$ cat src/rtl/if_fetch_stage_pkg.sv
// Shared pipeline definitions for the instruction-fetch stage.
//   XLEN / INST_W    : datapath widths
//   RESET_PC_DEFAULT : fetch address after reset
//   fetch_state_e    : fetch sequencer states
//   if_id_t          : IF/ID bundle handed to decode
package if_fetch_stage_pkg;

  localparam int unsigned XLEN   = 64;
  localparam int unsigned INST_W = 32;

  localparam logic [XLEN-1:0] RESET_PC_DEFAULT = '0;

  typedef enum logic [2:0] {
    ST_IDLE,
    ST_REQ,
    ST_WAIT,
    ST_DROP,
    ST_HOLD
  } fetch_state_e;

  typedef struct packed {
    logic [XLEN-1:0]   pc;
    logic [INST_W-1:0] inst;
  } if_id_t;

endpackage

$ cat src/rtl/if_inst_fifo.sv
// Circular instruction buffer between fetch and decode.
//   clk, rst   : clock, asynchronous active-high reset
//   flush      : synchronous clear of pointers and count (wins over push/pop)
//   push, push_data : write one entry
//   pop        : retire the head entry
//   head_data  : registered contents of the head slot
//   count      : current occupancy (0..DEPTH)
module if_inst_fifo #(
  parameter int unsigned DEPTH = 2,
  parameter int unsigned WIDTH = 96
) (
  input  logic                       clk,
  input  logic                       rst,
  input  logic                       flush,
  input  logic                       push,
  input  logic [WIDTH-1:0]           push_data,
  input  logic                       pop,
  output logic [WIDTH-1:0]           head_data,
  output logic [$clog2(DEPTH):0]     count
);

  localparam int unsigned AW = $clog2(DEPTH);
  localparam int unsigned CW = AW + 1;
  localparam logic [CW-1:0] FULL = CW'(DEPTH);

  logic [WIDTH-1:0] mem_q [DEPTH];
  logic [WIDTH-1:0] mem_d [DEPTH];
  logic [AW-1:0]    wr_q, wr_d;
  logic [AW-1:0]    rd_q, rd_d;
  logic [CW-1:0]    count_q, count_d;
  logic             do_push, do_pop;

  always_comb begin
    mem_d   = mem_q;
    wr_d    = wr_q;
    rd_d    = rd_q;
    count_d = count_q;
    do_pop  = pop && (count_q != '0);
    do_push = push && ((count_q != FULL) || do_pop);
    if (flush) begin
      wr_d    = '0;
      rd_d    = '0;
      count_d = '0;
    end else begin
      if (do_push) begin
        mem_d[wr_q] = push_data;
        wr_d        = wr_q + AW'(1);
      end
      if (do_pop) begin
        rd_d = rd_q + AW'(1);
      end
      case ({do_push, do_pop})
        2'b10:   count_d = count_q + CW'(1);
        2'b01:   count_d = count_q - CW'(1);
        default: count_d = count_q;
      endcase
    end
  end

  always_ff @(posedge clk or posedge rst) begin
    if (rst) begin
      for (int unsigned i = 0; i < DEPTH; i++) begin
        mem_q[i] <= '0;
      end
      wr_q    <= '0;
      rd_q    <= '0;
      count_q <= '0;
    end else begin
      mem_q   <= mem_d;
      wr_q    <= wr_d;
      rd_q    <= rd_d;
      count_q <= count_d;
    end
  end

  assign head_data = mem_q[rd_q];
  assign count     = count_q;

endmodule

$ cat src/rtl/if_fetch_stage.sv
// Instruction-fetch stage.
//   clk, rst                     : clock, asynchronous active-high reset
//   redirect_valid, redirect_pc  : non-sequential target from the next-PC mux
//   npc                          : fetch PC + 4 back to the next-PC mux
//   imem_req_valid/ready/addr    : single-outstanding fetch request
//   imem_resp_valid/data         : returned instruction (always accepted)
//   if_valid/ready, if_pc/inst   : buffered head toward decode
module if_fetch_stage
  import if_fetch_stage_pkg::*;
#(
  parameter logic [63:0] RESET_PC = RESET_PC_DEFAULT,
  parameter int unsigned DEPTH    = 2,
  parameter int unsigned INST_W   = if_fetch_stage_pkg::INST_W
) (
  input  logic              clk,
  input  logic              rst,
  input  logic              redirect_valid,
  input  logic [63:0]       redirect_pc,
  output logic [63:0]       npc,
  output logic              imem_req_valid,
  input  logic              imem_req_ready,
  output logic [63:0]       imem_req_addr,
  input  logic              imem_resp_valid,
  input  logic [INST_W-1:0] imem_resp_data,
  output logic              if_valid,
  input  logic              if_ready,
  output logic [63:0]       if_pc,
  output logic [INST_W-1:0] if_inst
);

  localparam int unsigned CW = $clog2(DEPTH) + 1;
  localparam int unsigned EW = XLEN + INST_W;
  localparam logic [CW-1:0] FULL = CW'(DEPTH);

  fetch_state_e    state_q, state_d;
  logic [XLEN-1:0] pc_q, pc_d;
  logic            push, pop, flush;
  logic [CW-1:0]   count;
  logic [CW-1:0]   count_after_push;
  logic [EW-1:0]   head;
  logic            unused_redirect_lsbs;

  assign unused_redirect_lsbs = ^redirect_pc[1:0];

  assign pop              = if_valid && if_ready;
  assign count_after_push = pop ? count : count + CW'(1);

  always_comb begin
    state_d = state_q;
    pc_d    = pc_q;
    push    = 1'b0;
    flush   = 1'b0;
    if (redirect_valid) begin
      // Redirect overrides everything; a request already accepted by memory
      // still owes a response, so those paths park in DROP to swallow it.
      pc_d  = {redirect_pc[63:2], 2'b00};
      flush = 1'b1;
      case (state_q)
        ST_IDLE: state_d = ST_IDLE;
        ST_REQ:  state_d = imem_req_ready  ? ST_DROP : ST_REQ;
        ST_WAIT: state_d = imem_resp_valid ? ST_REQ  : ST_DROP;
        ST_DROP: state_d = imem_resp_valid ? ST_REQ  : ST_DROP;
        ST_HOLD: state_d = ST_REQ;
        default: state_d = ST_IDLE;
      endcase
    end else begin
      case (state_q)
        ST_IDLE: state_d = ST_REQ;
        ST_REQ: begin
          if (imem_req_ready) state_d = ST_WAIT;
        end
        ST_WAIT: begin
          if (imem_resp_valid) begin
            push    = 1'b1;
            pc_d    = pc_q + 64'd4;
            state_d = (count_after_push < FULL) ? ST_REQ : ST_HOLD;
          end
        end
        ST_DROP: begin
          if (imem_resp_valid) state_d = ST_REQ;
        end
        ST_HOLD: begin
          if (count < FULL) state_d = ST_REQ;
        end
        default: state_d = ST_IDLE;
      endcase
    end
  end

  always_ff @(posedge clk or posedge rst) begin
    if (rst) begin
      state_q <= ST_IDLE;
      pc_q    <= RESET_PC;
    end else begin
      state_q <= state_d;
      pc_q    <= pc_d;
    end
  end

  if_inst_fifo #(
    .DEPTH (DEPTH),
    .WIDTH (EW)
  ) u_fifo (
    .clk       (clk),
    .rst       (rst),
    .flush     (flush),
    .push      (push),
    .push_data ({pc_q, imem_resp_data}),
    .pop       (pop),
    .head_data (head),
    .count     (count)
  );

  assign npc            = pc_q + 64'd4;
  assign imem_req_addr  = pc_q;
  assign imem_req_valid = (state_q == ST_REQ);
  assign if_valid       = (count != '0);
  assign if_pc          = head[EW-1:INST_W];
  assign if_inst        = head[INST_W-1:0];

endmodule

$ cat config.mk
export PLATFORM = sky130hd
export DESIGN_NAME = if_fetch_stage
export DESIGN_NICKNAME = d
export VERILOG_FILES = /design/src/rtl/if_fetch_stage_pkg.sv /design/src/rtl/if_inst_fifo.sv /design/src/rtl/if_fetch_stage.sv
export SDC_FILE = /design/constraint.sdc
export NUM_CORES = 1
export LEC_CHECK = 0
export BUFFER_PORTS_ARGS = -buffer_cell sky130_fd_sc_hd__buf_2
export CORE_ASPECT_RATIO = 1.5
export CORE_UTILIZATION = 25
export DETAILED_ROUTE_END_ITERATION = 6
export HOLD_SLACK_MARGIN = 0.03
export PLACE_DENSITY = 0.44
export SYNTH_ARGS = -nofsm -noshare
export SYNTH_HDL_FRONTEND = slang
export SYNTH_SLANG_ARGS = --single-unit
$ cat constraint.sdc
create_clock -name clk -period 16.7 [get_ports clk]
set_input_delay 1.67 -clock clk [delete_from_list [all_inputs] [get_ports clk]]
set_output_delay 1.67 -clock clk [all_outputs]
set_load 0.005 [all_outputs]
Yosys cells after proc, flatten, opt, wreduce, memory -nomap -nowiden
Cells that the tools add are included.
{"block": "word_totals", "out_inout_bits": 226, "regBits": 263}
{"block": "classes", "reduce_logical": 16, "bitwise_logic": 3, "magnitude_cmp": 5, "n_addsub": 5, "mux": 30, "eq_ne": 11}
{"cell": "$mux W96", "count": 4}
{"cell": "$bwmux W192", "count": 1}
{"cell": "$mux W64", "count": 3}
{"cell": "$demux W96 S1", "count": 1}
{"cell": "$add A64 B3 Y64 const B", "count": 1}
{"cell": "$mux W3", "count": 6}
{"cell": "$pmux W3 S5", "count": 1}
{"cell": "$reduce_bool A2 Y1", "count": 5}
{"cell": "$ne A3 B3 Y1 const B", "count": 3}
{"cell": "$mux W1", "count": 8}
{"cell": "$mux W2", "count": 4}
{"cell": "$eq A3 B2 Y1 const B", "count": 2}
{"cell": "$pmux W2 S3", "count": 1}
{"cell": "$ge A2 B2 Y1 const B", "count": 2}
{"cell": "$logic_and A1 B1 Y1", "count": 4}
{"cell": "$lt A2 B2 Y1 const B", "count": 2}
{"cell": "$not A1 Y2", "count": 2}
{"cell": "$pmux W2 S2", "count": 1}
{"cell": "$reduce_and A2 Y1", "count": 2}
{"cell": "$reduce_and A4 Y1", "count": 1}
{"cell": "$eq A3 B1 Y1 const B", "count": 1}
{"cell": "$eq A3 B3 Y1 const B", "count": 1}
{"cell": "$logic_not A3 Y1", "count": 1}
{"cell": "$ne A3 B2 Y1 const B", "count": 1}
{"cell": "other kinds (11)", "count": 12}

Longest topological paths before layout
Gate-level depths: netlist of the first run.
{"block": "depth", "ltp_word": 8, "mapped_depth": 9}

By module
Synthesis of the first run repeated with hierarchy kept, for this count alone.
{"block": "unflattened", "cells_unflattened": 1169, "hier_area_um2": 13519.2}
{"mod": "if_inst_fifo", "area_each_um2": 8557.0, "instances": 1, "cells_each": 538, "seq_area_each_um2": 4904.7}
{"mod": "if_fetch_stage", "area_each_um2": 4962.3, "instances": 1, "cells_each": 631, "seq_area_each_um2": 1626.6}

Worst setup path before layout of the first run
No wires, ideal clock.
{"block": "synth_path", "path_type": "register to output", "from": "register pc_q[28] (netlist: imem_req_addr[28])", "to": "output port npc[48]", "stages_incl_launch_ff": 9, "arrival_time_ps": 2188, "required_time_ps": 15030, "n_path_buf": 3, "setup_slack_ps": 12842, "path_cell_list": "dfrtp_1 > buf_4 > nand4_4 > or4_1 > buf_2 > or3_1 > buf_2 > nor4_1 > xor2_1"}
{"block": "synth_via", "elab_chain_cells": 1}
{"element": "from (decl)", "line_no": "if_fetch_stage.sv:36", "source": "logic [XLEN-1:0] pc_q, pc_d;"}
{"element": "from (signal assigned)", "line_no": "if_fetch_stage.sv:96", "source": "pc_q <= pc_d;"}
{"element": "$add A64 B3 Y64", "line_no": "if_fetch_stage.sv:114", "source": "assign npc = pc_q + 64'd4;"}
{"element": "to (decl)", "line_no": "if_fetch_stage.sv:19", "source": "output logic [63:0] npc,"}
No other way between the ends.

Worst setup path after layout of the first run
{"block": "layout_path", "from": "register pc_q[9] (netlist: imem_req_addr[9])", "to": "output port npc[35]"}
The elaborated chain is that of the path after synthesis.

==> metrics.yaml, run 1 <==
maxSlewHeadroom_pct: 29.0
finalCritPeriodShare_pct: 31.2
worst_ep_required_time_ns: 15.03
die_area_mm2: 0.0553
antenna_left: 0
grt_max_degree: 96
synth_edf_count: 0
final.min_clock_period_ns: 5.20
tns_ns: 0
fin_skew_ns: 0.0130
fmax_mhz: 192
maxSlewViolCount: 0
drc: 0
ys_seq_elements: 257
muxShareOfSynthArea_pct: 23.7
drt_iter0_drc: 526
cts_root_buf: "clkbuf_16"
area_delta_synth_final_pct: 21.8
place_area_mm2: 0.0157
die_x_um: 192
cts_hold_buf: 0
gr-usage-all-layers_pct: 17.1
synth_top_family_by_area: "multiplexers"
vias: 10700
cp_max_fo: 10
synth-simple-area-share_pct: 13.7
setup_violations: 0
grt_pass1_vias: 11200
synthXorXnorAreaFrac_pct: 6.45
run_status: "complete, no violations"
nets: 1594
cts_max_level: 1
io_buffers: 319
power_density_mw_per_mm2: 129
leakage_nw: 7.48
cts_buffer_depth: 3
tightest_slew_ns: 1.06
cts_buffers: 29
yosys_warnings: 0
layout_common_cells: "318 x buf_2, 276 x mux2_2, 256 x dfrtp_1"
cts_resized: 0
cts_setup_buffers: 0
wl_per_cell_um: 21.8
worstSetupPathType: "reg -> out"
final_area_mm2: 0.0165
synthArstFlopShare_pct: 100
core_mm2: 0.0536
viasPerCell: 4.89
critPathArrivalTime_ns: 3.53
initial_core_util_pct: 25.3
yosysSeqAreaShare_pct: 47.4
insertion_delay_ns: 0.57
first_pass_iters: 5
ir_worst_vdd_mv: 0.0741
io_pins: 328
fp-row-count: 104
synth_cell_type_count: 50
dp_hpwl_um: 34200
rsz0062_at_grt: "no"
syn_area_mm2: 0.0136
netlist_instances: 1234
n_fill_cell: 5660
drive_gt1_share_pct: 43.9
die_h_um: 287
final_common_cell: "buf_2"
clk_pin_slew_worst_paths_ns: 0.06
cp-end-kind: "output pin"
cts_num_sinks: 257
synthAdderAreaFrac_pct: 0.276
avgSynthCellArea_um2: 11.0
grt_pass1_wl_um: 71500
cts_tree: "built"
synth_compound_area_share_pct: 4.10
cp-start-kind: "register"
place_congestion: 0.805
routed_wirelength_um: 47800
antenna_found_initial: 7
synth_flop_cell: "dfrtp_1"
hold_path_class: "reg -> reg"
overflow: 0
hold_violations: 0
maxCapViolCount: 0
whs_ns: 0.482
metal layers:
layer	GRT usage, %	wire length, um	share of wire (%)
met5	0	52	0.11
met4	5.63	1330	2.8
met3	3.35	2760	5.8
met2	30.1	24400	51
met1	20.7	19300	40
final cells by class:
class                           count  area (um2)  share of cell area (%)
Antenna cell                        1        2.50                  0.0151
Clock buffer                       43         838                    5.07
Clock inverter                      3        15.0                  0.0908
Inverter                           15        63.8                   0.386
Multi-Input combinational cell    850        6600                    39.9
Sequential cell                   257        6430                    38.9
Tap cell                          689         862                    5.21
Timing Repair Buffer              336        1730                    10.4
synthesized netlist by cell type, drive strengths merged, types with 2 or more instances:
| cell type | number | area [um2] |
|---|---|---|
| o31ai | 9 | 67.6 |
| and3 | 4 | 25.0 |
| mux2i | 3 | 30.0 |
| nor2 | 63 | 236 |
| inv | 15 | 56.3 |
| clkbuf | 58 | 218 |
| and4 | 6 | 52.6 |
| ha | 3 | 37.5 |
| xnor2 | 47 | 412 |
| a31oi | 16 | 100 |
| o21ai | 52 | 260 |
| nand2 | 93 | 349 |
| nand4b | 2 | 17.5 |
| or3 | 12 | 75.1 |
| nor3b | 2 | 15.0 |
| nor4b | 3 | 26.3 |
| nand4 | 49 | 328 |
| xor2 | 53 | 464 |
| buf | 59 | 325 |
| a21oi | 6 | 30.0 |
| nor4 | 23 | 150 |
| nand3 | 42 | 210 |
| o211ai | 3 | 22.5 |
| nor3 | 32 | 160 |
| nor2b | 4 | 25.0 |
| or4 | 17 | 128 |
| mux2 | 283 | 3190 |
| dfrtp | 257 | 6430 |
| a21o | 2 | 15.0 |
| and2 | 4 | 25.0 |
flip-flops by register name (all words and copies together), names as in the netlist:
name           cells
u_fifo.mem_q     188
u_fifo.wr_q        1
state_q            3
imem_req_addr     62
u_fifo.rd_q        1
u_fifo.count       2
metrics by stage:
step                      instances  utilization (%)  setup WS, ns  total power, mW
after global routing           2194             30.9         11.07             2.26
after detailed placement       2147             29.3         11.96             1.55
after CTS                      2193             30.9         11.32             2.17
after global placement         2147             29.3         11.97             1.53
after floorplan                1239                -          7.96             1.26
final                          2194             30.9         11.50             2.13
kinds of logic after synthesis:
logic type	Yosys count
multiplexers	286
AO/OA/AOI/OAI	95
flip-flops	257
AND/OR/NAND/NOR	360
buffers and inverters	132
adder cells (fa/ha/maj)	3
other	1
XOR/XNOR	100
report_power, final:
group / internal [mW] / switching (mW) / total, mW
clock network: 0.340 / 0.263 / 0.604
logic: 0.360 / 0.263 / 0.623
registers: 0.767 / 0.132 / 0.899
total: 1.47 / 0.658 / 2.13
critical path: stages (launching register included):
cell	delay, ns
dfrtp_1	0.55
nand4_1	0.46
nor3_1	0.81
nand4_1	0.51
nor2_1	0.33
xor2_1	0.18
buf_2	0.13
path summary, 6_finish.rpt:
path | cells after the start | end | startpoint | slack [ns]
max in group asynchronous | 4 | u_fifo.mem_q[167] | rst | 13.57
setup / recovery | 6 | npc[35] | imem_req_addr[9] | 11.50
setup reg to reg | 5 | imem_req_addr[59] | imem_req_addr[9] | 13.52
hold / removal | 1 | u_fifo.mem_q[10] | u_fifo.mem_q[10] | 0.48
hold reg to reg | 1 | u_fifo.mem_q[10] | u_fifo.mem_q[10] | 0.48
min in group asynchronous | 2 | u_fifo.mem_q[97] | rst | 1.22
(Power assumes the default switching activity.)
==> inputs of run 2 (changes only) <==
==> constraint.sdc (replaced) <==
create_clock -name clk -period 5.2 [get_ports clk]
set_input_delay 0.52 -clock clk [delete_from_list [all_inputs] [get_ports clk]]
set_output_delay 0.52 -clock clk [all_outputs]
set_load 0.005 [all_outputs]
==> run 2 against run 1 <==
- clock-buffer cell count is 1 higher
- via count is 0.53% lower
- sequential power grew to 3.2 times the previous value
- sequential cell count stayed put
- total power grew to 3.3 times the previous value
- clock skew is 0.0012 ns lower
- critical path depth is 2 higher
- die area stayed put
- worst hold slack worse by 0.35 ns
- setup slack worse by 10 ns
- highest routed layer unchanged
==> metrics.yaml, run 2 (same netlist as run 1, synthesis figures left out) <==
drive_gt1_share_pct: 44.3  # was 43.9%
worstSetupPathType: "reg -> out"  # unchanged
tightest_slew_ns: 1.04  # was 1.06 ns
maxSlewHeadroom_pct: 30.0  # was 29.0%
final.min_clock_period_ns: 4.00
cp_slowest_cell: "dfrtp_1"  # was nor3_1
die_x_um: 192  # unchanged
antenna_found_initial: 9  # was 7
ir_worst_vdd_mv: 0.264  # was 0.0741 mV
power.total_mw: 7.11  # was 2.13 mW
final_common_cell: "buf_2"  # unchanged
cts_hold_buf: 0  # unchanged
antenna_left: 0  # unchanged
cts_buffer_depth: 3  # unchanged
initial_core_util_pct: 25.3  # unchanged
cts_setup_buffers: 0  # unchanged
insertion_delay_ns: 0.58  # was 0.57 ns
multi_input_area_mm2: 0.00660  # unchanged
run_status: "complete, no violations"  # unchanged
fp-row-count: 104  # unchanged
cts_buffers: 30  # was 29
grt_max_degree: 138  # was 96
viasPerCell: 4.83  # was 4.89
maxSlewViolCount: 0  # unchanged
n_fill_cell: 5589  # was 5660
cts_resized: 0  # unchanged
die_h_um: 287  # unchanged
cts_tree: "built"  # unchanged
regArea_mm2: 0.00643  # unchanged
vias: 10700  # about the same
fin_skew_ns: 0.0117  # was 0.0130 ns
cp_max_fo: 12  # was 10
clk_pin_slew_worst_paths_ns: 0.06  # about the same
largest_register_ffs: 188  # unchanged
first_pass_iters: 5  # unchanged
rsz0062_at_grt: "no"  # unchanged
final_area_mm2: 0.0168  # was 0.0165 mm2
path_cells: "ha_1, nand3_1, nor3_1, buf_4, nand3_1, or3_1, nand2_1, buf_2"  # was nand4_1, nor3_1, nand4_1, nor2_1, xor2_1, buf_2
worst_ep_required_time_ns: 4.68  # was 15.03 ns
drt_iter0_drc: 427  # was 526
startpoint: "imem_req_addr[2]"  # was imem_req_addr[9]
regMostFlops: "u_fifo.mem_q"  # unchanged
wl_per_cell_um: 21.7  # was 21.8 um
cpPeakStageDelay_ns: 0.56  # was 0.81 ns
gr-usage-all-layers_pct: 17.1  # about the same
io_buffers: 319  # unchanged
critPathArrivalTime_ns: 3.48  # was 3.53 ns
maxCapViolCount: 0  # unchanged
place_area_mm2: 0.0157  # about the same
fmax_mhz: 250
tns_ns: 0  # unchanged
io_pins: 328  # unchanged
die_area_mm2: 0.0553  # unchanged
whs_ns: 0.133  # was 0.482 ns
cts_num_sinks: 257  # unchanged
grt_pass1_vias: 11100  # was 11200
r2r_slack_ns: 2.10  # was 13.52 ns
final_core_util_pct: 31.3  # was 30.9%
hold_path_class: "in -> async"  # was reg -> reg
nets: 1596  # was 1594
cts_root_buf: "clkbuf_16"  # unchanged
routed_wirelength_um: 48000  # was 47800 um
cts_max_level: 1  # unchanged
core_mm2: 0.0536  # unchanged
finalCritPeriodShare_pct: 76.9
power_density_mw_per_mm2: 424  # was 129 mW/mm2
drc: 0  # unchanged
place_congestion: 0.805  # about the same
area_delta_synth_final_pct: 23.5  # was 21.8%
layout_common_cells: "318 x buf_2, 276 x mux2_2, 256 x dfrtp_1"  # unchanged
grt_pass1_wl_um: 71400  # was 71500 um
cp-start-kind: "register"  # unchanged
dp_hpwl_um: 34300  # was 34200 um
cp-end-kind: "output pin"  # unchanged
overflow: 0  # unchanged
worst_path_most_repeated_cell: "nand3_1"  # was nand4_1
leakage_nw: 7.57  # was 7.48 nW
setup_violations: 0  # unchanged
hold_violations: 0  # unchanged
rr_startpoint: "imem_req_addr[31]"  # was imem_req_addr[9]
## run 2: worst paths after layout
path | end | cells after the start
worst max-delay path | npc[44] | 8
worst min-delay path | u_fifo.mem_q[181] | 3
worst max register to register | imem_req_addr[59] | 5
worst min register to register | u_fifo.mem_q[9] | 1
max in group asynchronous | u_fifo.rd_q | 3
min in group clk | imem_req_addr[19] | 3
## run 2: through the flow
step | setup WS, ns | std cells
floorplan | 1.29 | 1239
global placement | 1.79 | 2148
detailed placement | 1.75 | 2148
CTS | 1.10 | 2203
global route | 0.984 | 2207
finish | 1.20 | 2209
## run 2: final cells by class
type	count	area share, %
antenna	6	0.0895
clock buffer	44	5.27
clock inverter	11	0.851
inverter	15	0.358
multi-input combinational	850	39.3
sequential	257	38.4
tap	689	5.14
timing repair buffer	337	10.6
## run 2: critical path: cells and delay by family, from the launching register on
kind / cells / cell delay [ns]
adders and majority gates: 1 / 0.30
buffers and inverters: 2 / 0.35
DFF: 1 / 0.56
and+or+nand+nor: 5 / 1.67
## run 2: where the power goes
group	total [mW]	switching (mW)	leakage, nW	internal, mW
clock network	2.22	0.893	0.500	1.32
registers	2.88	0.414	3.32	2.46
logic	2.02	0.860	3.75	1.16
## run 2: routing by layer
layer | vias up | GRT usage, % | part of all wire [%]
met4 | 8 | 6.18 | 3.2
met3 | 83 | 3.30 | 6.0
met2 | 311 | 29.7 | 51
met1 | 5387 | 20.8 | 40
li1 | 4881 | - | -
met5 | - | 0 | 0.10
